$ cat src/rtl/maxima_serializer.sv
// Parallel-to-serial stage: captures a frame of packed spectral maxima on a load strobe
// and emits one frequency bin per cycle as FIFO writes, honouring fifo_full backpressure.
module maxima_serializer #(
  parameter int N_MAXIMA  = 16,
  parameter int WORD_W    = 25,
  parameter int FREQ_W    = 9,
  parameter int SKIP_ZERO = 1
) (
  input  logic              clk,
  input  logic              reset,
  input  logic              load,
  input  logic [WORD_W-1:0] maximas [N_MAXIMA],
  input  logic              fifo_full,
  output logic [FREQ_W-1:0] freq_out,
  output logic              freq_valid,
  output logic              busy,
  output logic              frame_done,
  output logic [7:0]        dropped_count
);

  localparam int IDX_W = (N_MAXIMA > 1) ? $clog2(N_MAXIMA) : 1;
  localparam logic [IDX_W-1:0] LAST_IDX = IDX_W'(N_MAXIMA - 1);

  localparam logic ST_IDLE  = 1'b0;
  localparam logic ST_SHIFT = 1'b1;

  logic              state_q, state_d;
  logic [IDX_W-1:0]  idx_q, idx_d;
  logic [WORD_W-1:0] shadow_q [N_MAXIMA];
  logic [WORD_W-1:0] shadow_d [N_MAXIMA];
  logic              frame_done_q, frame_done_d;
  logic [7:0]        dropped_q, dropped_d;

  logic [WORD_W-1:0] cur;
  logic              empty;
  logic              in_shift;
  logic              retire;

  always_comb begin
    cur          = shadow_q[idx_q];
    empty        = (SKIP_ZERO != 0) && (cur[WORD_W-1:FREQ_W] == '0);
    in_shift     = (state_q == ST_SHIFT);
    // Empty slots retire even under backpressure since they never write the FIFO.
    retire       = in_shift && (empty || !fifo_full);
    freq_valid   = in_shift && !fifo_full && !empty;

    state_d      = state_q;
    idx_d        = idx_q;
    shadow_d     = shadow_q;
    frame_done_d = 1'b0;
    dropped_d    = dropped_q;

    if (!in_shift) begin
      if (load) begin
        shadow_d = maximas;
        idx_d    = '0;
        state_d  = ST_SHIFT;
      end
    end else begin
      if (load && (dropped_q != 8'hFF)) begin
        dropped_d = dropped_q + 8'd1;
      end
      // idx is left on the last entry at frame end so freq_out holds its value in IDLE.
      if (retire) begin
        if (idx_q == LAST_IDX) begin
          state_d      = ST_IDLE;
          frame_done_d = 1'b1;
        end else begin
          idx_d = idx_q + 1'b1;
        end
      end
    end
  end

  always_ff @(posedge clk or posedge reset) begin
    if (reset) begin
      state_q      <= ST_IDLE;
      idx_q        <= '0;
      frame_done_q <= 1'b0;
      dropped_q    <= '0;
      for (int unsigned i = 0; i < N_MAXIMA; i++) begin
        shadow_q[i] <= '0;
      end
    end else begin
      state_q      <= state_d;
      idx_q        <= idx_d;
      frame_done_q <= frame_done_d;
      dropped_q    <= dropped_d;
      shadow_q     <= shadow_d;
    end
  end

  assign freq_out      = cur[FREQ_W-1:0];
  assign busy          = in_shift;
  assign frame_done    = frame_done_q;
  assign dropped_count = dropped_q;

endmodule

$ cat config.mk
export PLATFORM = sky130hd
export DESIGN_NAME = maxima_serializer
export DESIGN_NICKNAME = d
export VERILOG_FILES = /design/src/rtl/maxima_serializer.sv
export SDC_FILE = /design/constraint.sdc
export NUM_CORES = 1
export LEC_CHECK = 0
export BUFFER_PORTS_ARGS = -buffer_cell sky130_fd_sc_hd__buf_2
export CELL_PAD_IN_SITES_DETAIL_PLACEMENT = 2
export CELL_PAD_IN_SITES_GLOBAL_PLACEMENT = 2
export CORE_AREA = 2 2 310 159
export CTS_CLUSTER_SIZE = 16
export DETAILED_ROUTE_END_ITERATION = 6
export DIE_AREA = 0 0 312 161
export PLACE_DENSITY_LB_ADDON = 0.2
export RECOVER_POWER = 50
export SLEW_MARGIN = 20
export SYNTH_ARGS = -nofsm -noshare
export SYNTH_HDL_FRONTEND = slang
export SYNTH_SLANG_ARGS = --single-unit
$ cat constraint.sdc
create_clock -name clk -period 14 [get_ports clk]
set_input_delay 1.4 -clock clk [delete_from_list [all_inputs] [get_ports clk]]
set_output_delay 1.4 -clock clk [all_outputs]
set_load 0.005 [all_outputs]
==> results of run 1 <==
==> cell type report <==
cell class	instances	share of cell area (%)
antenna	6	0.0695
clock buffer	55	5.47
clock inverter	21	1.11
inverter	4	0.0753
multi-input combinational	683	31.3
sequential	414	48.0
tap	649	3.76
timing repair buffer	435	10.3
==> flip-flops by register name, indices dropped and copies added (netlist names) <==
register	cells
busy	1
shadow_q	400
frame_done	1
idx_q	4
dropped_count	8
==> routing by layer <==
metal	share of wire (%)	global-route usage, %	vias to the layer above
li1	-	-	5178
met1	46	32.5	6104
met2	47	37.1	228
met3	5.2	5.07	74
met4	1.5	4.31	8
met5	0.10	0	-
==> worst max path at each step <==
stage | to | slack (ns) | cells past startpoint
after CTS | freq_valid | 8.70 | 9
after floorplan | busy | 1.08 | 1
final | shadow_q[282] | 6.46 | 3
after detailed placement | shadow_q[98] | 9.15 | 6
after global placement | freq_valid | 8.83 | 8
after global routing | shadow_q[278] | 5.18 | 3
==> cells in the mapped netlist, drive strengths merged, types with 2 or more instances <==
cell | count | area [um2]
nand2 | 25 | 93.8
or4b | 2 | 20.0
mux4 | 18 | 405
mux2i | 37 | 370
nand3 | 16 | 80.1
buf | 12 | 75.1
nor4 | 47 | 294
nor2b | 7 | 43.8
a22oi | 11 | 82.6
inv | 4 | 15.0
o21ai | 13 | 65.1
ha | 2 | 25.0
o22ai | 3 | 18.8
and2 | 2 | 12.5
nor3 | 14 | 70.1
a31oi | 2 | 12.5
or4 | 2 | 15.0
nor2 | 11 | 41.3
clkbuf | 56 | 210
and3 | 5 | 31.3
nor3b | 2 | 15.0
nand4 | 17 | 113
o41ai | 3 | 26.3
o211ai | 2 | 15.0
dfrtp | 414 | 10400
mux2 | 403 | 4540
xnor2 | 6 | 52.6
a221oi | 18 | 158
nand4b | 2 | 17.5
==> logic make-up after synthesis <==
| family | count (synthesis) | share of synthesized area (%) |
|---|---|---|
| muxes | 458 | 30.6 |
| DFF | 414 | 59.6 |
| and+or+nand+nor | 154 | 4.96 |
| buffers and inverters | 72 | 1.73 |
| AOI/OAI and AO/OA | 62 | 2.68 |
| xor gates and xnor gates | 7 | 0.353 |
| adders and majority gates | 2 | 0.144 |
==> power breakdown <==
| group | switching, mW | leakage (nW) | internal (mW) |
|---|---|---|---|
| sequential | 0.390 | 5.03 | 1.72 |
| clock | 0.497 | 0.711 | 0.688 |
| combinational | 0.539 | 4.01 | 0.670 |
==> through the flow <==
stage | area, um2 | total power [mW]
after floorplan | 17400 | 2.81
after global placement | 20200 | 3.25
after detailed placement | 20200 | 3.35
after CTS | 21600 | 4.58
after global routing | 21600 | 4.79
final | 21600 | 4.51
==> results.ini, run 1 <==
[worst_setup_path]
r2r_setup_slack_ns = 7.83
cp.arrival_ns = 7.31
cp-start-kind = input pin
slowest_delay_ns = 2.88
worstPathCellList = buf_2 -> clkinvlp_2 -> clkbuf_1
reg2reg_from = busy
path_max_fanout = 110
crit_buf_inv = 3
cp.required_ns = 13.77
end_kind = async pin
crit_slowest_cell = clkbuf_1
crit_path_start = reset
critPathKind = input pin to async pin
crit_family = buffers and inverters
r2r-end = shadow_q[321]
ff2ff_path_depth = 5

[clock_network]
clk_pin_slew_worst_paths_ns = 0.06
numCtsBuffers = 41
htreeDepth = 2
cts_tree = built
cts_hold_buf = 0
postCtsResizedCells = 0
clock_path_buffers = 3
cts.sink_count = 414
clock_latency_ns = 0.56
cts_setup_buffers = 0
root_buffer = clkbuf_16

[cells_and_area]
nets = 1985
syn_to_final_growth_pct = 24.2
nFillCells = 4746
final_common_cell = buf_2
regArea_mm2 = 0.0104
final_cells = 2267
fin_util_pct = 45.3
multi_input_area_mm2 = 0.00675
drive_gt1_share_pct = 57.4
final_cell_mix = buf_2, dfrtp_1, mux2_2

[yosys]
yosysSeqAreaShare_pct = 59.6
async_reset_ff_share_pct = 100
syn_area_mm2 = 0.0174
ys_seq_elements = 414
synth_edf_count = 0
synth_warnings = 0
avgSynthCellArea_um2 = 14.9
synthCells = 1169
synth_flop_cell = dfrtp_1
synthesis.nets = 1575
netlist-cell-type-count = 46

[sta]
setup_tns_ns = 0
hold_viol_final = 0
fin_crit_ns = 7.54
fin_worst_skew_ns = 0.0174
worst_pin_slew_ns = 5.00
hold_slack_ns = 0.498
max_freq_mhz = 133
setup_viol = 0
relSlewSlack_pct = -235
period_share_pct = 53.9
setup_ws_ns = 6.46
drv_slew = 261
rsz0062_at_grt = false

[drt]
wl_um = 57200
num_vias = 11600
firstDrtPassIters = 4
final_antenna_net_count = 0
drc = 0
via_per_inst = 5.11
drt_iter0_drc = 473
wl_per_cell_um = 25.2

[power]
p_leak_nw = 9.75
peakVddDrop_uv = 103
power_density_mw_per_mm2 = 209

[global_routing]
gr-total-overflow = 0
grt_usage_pct = 23.1
grt_pass1_vias = 13400
grt_pass1_wl_um = 86700
grt_max_degree = 160
antenna_found_initial = 12

[outcome]
violations = capacitance limit, slew limit
status = finished with violations

[hold_path]
min_from = dropped_count[6]
whs_path_depth = 1
holdCritPathClass = register to register
hold-path-endpoint = dropped_count[6]

[die]
fp.coreArea_mm2 = 0.0476
die_width_um = 312
die-area_mm2 = 0.0502
io_pins = 424
start_util_pct = 36.5
num_rows = 57
die_h_um = 161

[place]
dpl.cell_count = 2185
place.port_buffers = 423
place.gp.congestion = 0.788
post-place-ws_ns = 9.15
hpwl_um = 41800

[job]
maxCapViolations = 3

Power figures use the tool's default switching activity.
==> run 2: changes to the inputs <==
Clock period 14 ns to 7.9 ns, I/O delays scaled along.
==> run 2 against run 1 <==
Compared with the run above: the flow still finishes with violations (capacitance limit, slew limit); final cell count rose by 0.26%; first-iteration DRC count rose by 20%; total power rose by 75%; combinational power rose by 75%; setup slack got worse by 3.0 ns; critical endpoint is now freq_valid; largest power group unchanged.
==> results.ini, run 2 (synthesis gave the netlist of run 1 again) <==
[worst_setup_path]
r2r_setup_slack_ns = 4.41
critPathKind = register to output port
cp.arrival_ns = 3.62
ff2ff_path_depth = 8
r2r-end = idx_q[2]
cp.required_ns = 7.11
reg2reg_from = idx_q[0]
end_kind = output port
path_max_fanout = 49
cp-start-kind = register

[power]
power_density_mw_per_mm2 = 365
p_int_mw = 5.36
peakVddDrop_uv = 186
p_seq_share_pct = 48.2
power.switching_mw = 2.52
p_leak_nw = 9.75
power_frac_clock_pct = 24.9
p_sw_share_pct = 32.0
comb_power_share_pct = 26.9

[cells_and_area]
final_cells = 2273
largest_register_ffs = 400
final_common_cell = buf_2
nets = 1993
final_cell_mix = buf_2, dfrtp_1, mux2_2
largest-register = shadow_q
drive_gt1_share_pct = 57.3
syn_to_final_growth_pct = 24.0
nFillCells = 4739
fin_util_pct = 45.3

[clock_network]
cts.sink_count = 414
postCtsResizedCells = 0
cts_tree = built
cts_hold_buf = 0
numCtsBuffers = 41
cts_setup_buffers = 0
htreeDepth = 2
clock_path_buffers = 3
root_buffer = clkbuf_16
clock_latency_ns = 0.55
clk_pin_slew_worst_paths_ns = 0.07

[place]
post-place-ws_ns = 3.99
hpwl_um = 42700
place.gp.congestion = 0.785
place.port_buffers = 423
dpl.cell_count = 2192

[global_routing]
antenna_found_initial = 14
gr-total-overflow = 0
grt_usage_pct = 23.1
grt_pass1_wl_um = 86600
grt_pass1_vias = 13400
grt_max_degree = 181

[drt]
via_per_inst = 5.12
final_antenna_net_count = 0
wl_um = 57600
wl_per_cell_um = 25.3
num_vias = 11600
drt_iter0_drc = 569
drc = 0
firstDrtPassIters = 4

[sta]
setup_viol = 0
drv_slew = 99
max_freq_mhz = 227
fin_worst_skew_ns = 0.0159
fin_crit_ns = 4.41
worst_pin_slew_ns = 1.89
period_share_pct = 55.9
rsz0062_at_grt = false
hold_slack_ns = 0.466
hold_viol_final = 0
relSlewSlack_pct = -26.9
setup_ws_ns = 3.49
setup_tns_ns = 0

[hold_path]
hold-path-endpoint = shadow_q[158]
holdCritPathClass = input pin to register
min_from = maximas[158]
whs_path_depth = 2

[die]
die_width_um = 312
die-area_mm2 = 0.0502
io_pins = 424
die_h_um = 161
num_rows = 57
start_util_pct = 36.5
fp.coreArea_mm2 = 0.0476

[outcome]
violations = capacitance limit, slew limit
status = finished with violations

[job]
maxCapViolations = 3

run 2: cell types whose count changed in the layout (fill, tap and decap cells not counted), sizes merged:
| cell | delta |
|---|---|
| buf | +12 |
| clkinv | -5 |
| bufinv | -4 |
| clkbuf | +3 |
| diode | +1 |
| inv | -1 |
run 2: per-stage QoR:
stage | instance area [um2] | power, mW
floorplan | 17400 | 4.97
global placement | 20200 | 5.80
detailed placement | 20200 | 5.97
CTS | 21600 | 7.99
global route | 21600 | 8.38
finish | 21600 | 7.88
run 2: worst max path at each step:
stage | startpoint | endpoint | slack, ns | cells past startpoint
floorplan | reset | busy | 1.53 | 1
global placement | idx_q[2] | freq_valid | 3.52 | 8
detailed placement | idx_q[0] | freq_valid | 3.99 | 9
CTS | idx_q[0] | freq_valid | 3.38 | 9
global route | idx_q[0] | freq_valid | 3.17 | 9
finish | idx_q[0] | freq_valid | 3.49 | 9
run 2: area by class of cell:
type / instances / area (um2) / share of cell area, %
diodes: 7 / 17.5 / 0.0812
flip-flops and latches: 414 / 10400 / 48.1
inverters: 4 / 16.3 / 0.0754
well taps: 649 / 812 / 3.76
clock buffers: 62 / 1230 / 5.69
multi-input cells: 683 / 6750 / 31.3
clock inverters: 11 / 90.1 / 0.418
repair buffers: 443 / 2290 / 10.6
run 2: metal layers:
metal	vias up	track usage (%)	wire, um
met1	6091	32.5	26700
met2	267	36.1	26100
li1	5190	-	-
met5	-	0	52
met3	76	6.06	3790
met4	8	4.41	901
run 2: worst max-delay path, stage by stage (launching register included):
cell and delay, ns:
dfrtp_4 0.97, buf_4 0.64, nor3b_1 0.50, nand3_1 0.17
nand2_1 0.15, nor3_1 0.10, nor2_1 0.16, mux2_2 0.17
nor3b_1 0.05, buf_2 0.14
run 2: power groups by stage:
stage          clock network, mW  registers, mW  logic (mW)
6_report                    1.96           3.80        2.12
5_1_grt                     2.12           3.94        2.32
4_1_cts                     2.03           3.80        2.16
3_5_place_dp                   0           3.82        2.14
3_3_place_gp                   0           3.76        2.03
2_1_floorplan                  0           3.43        1.55
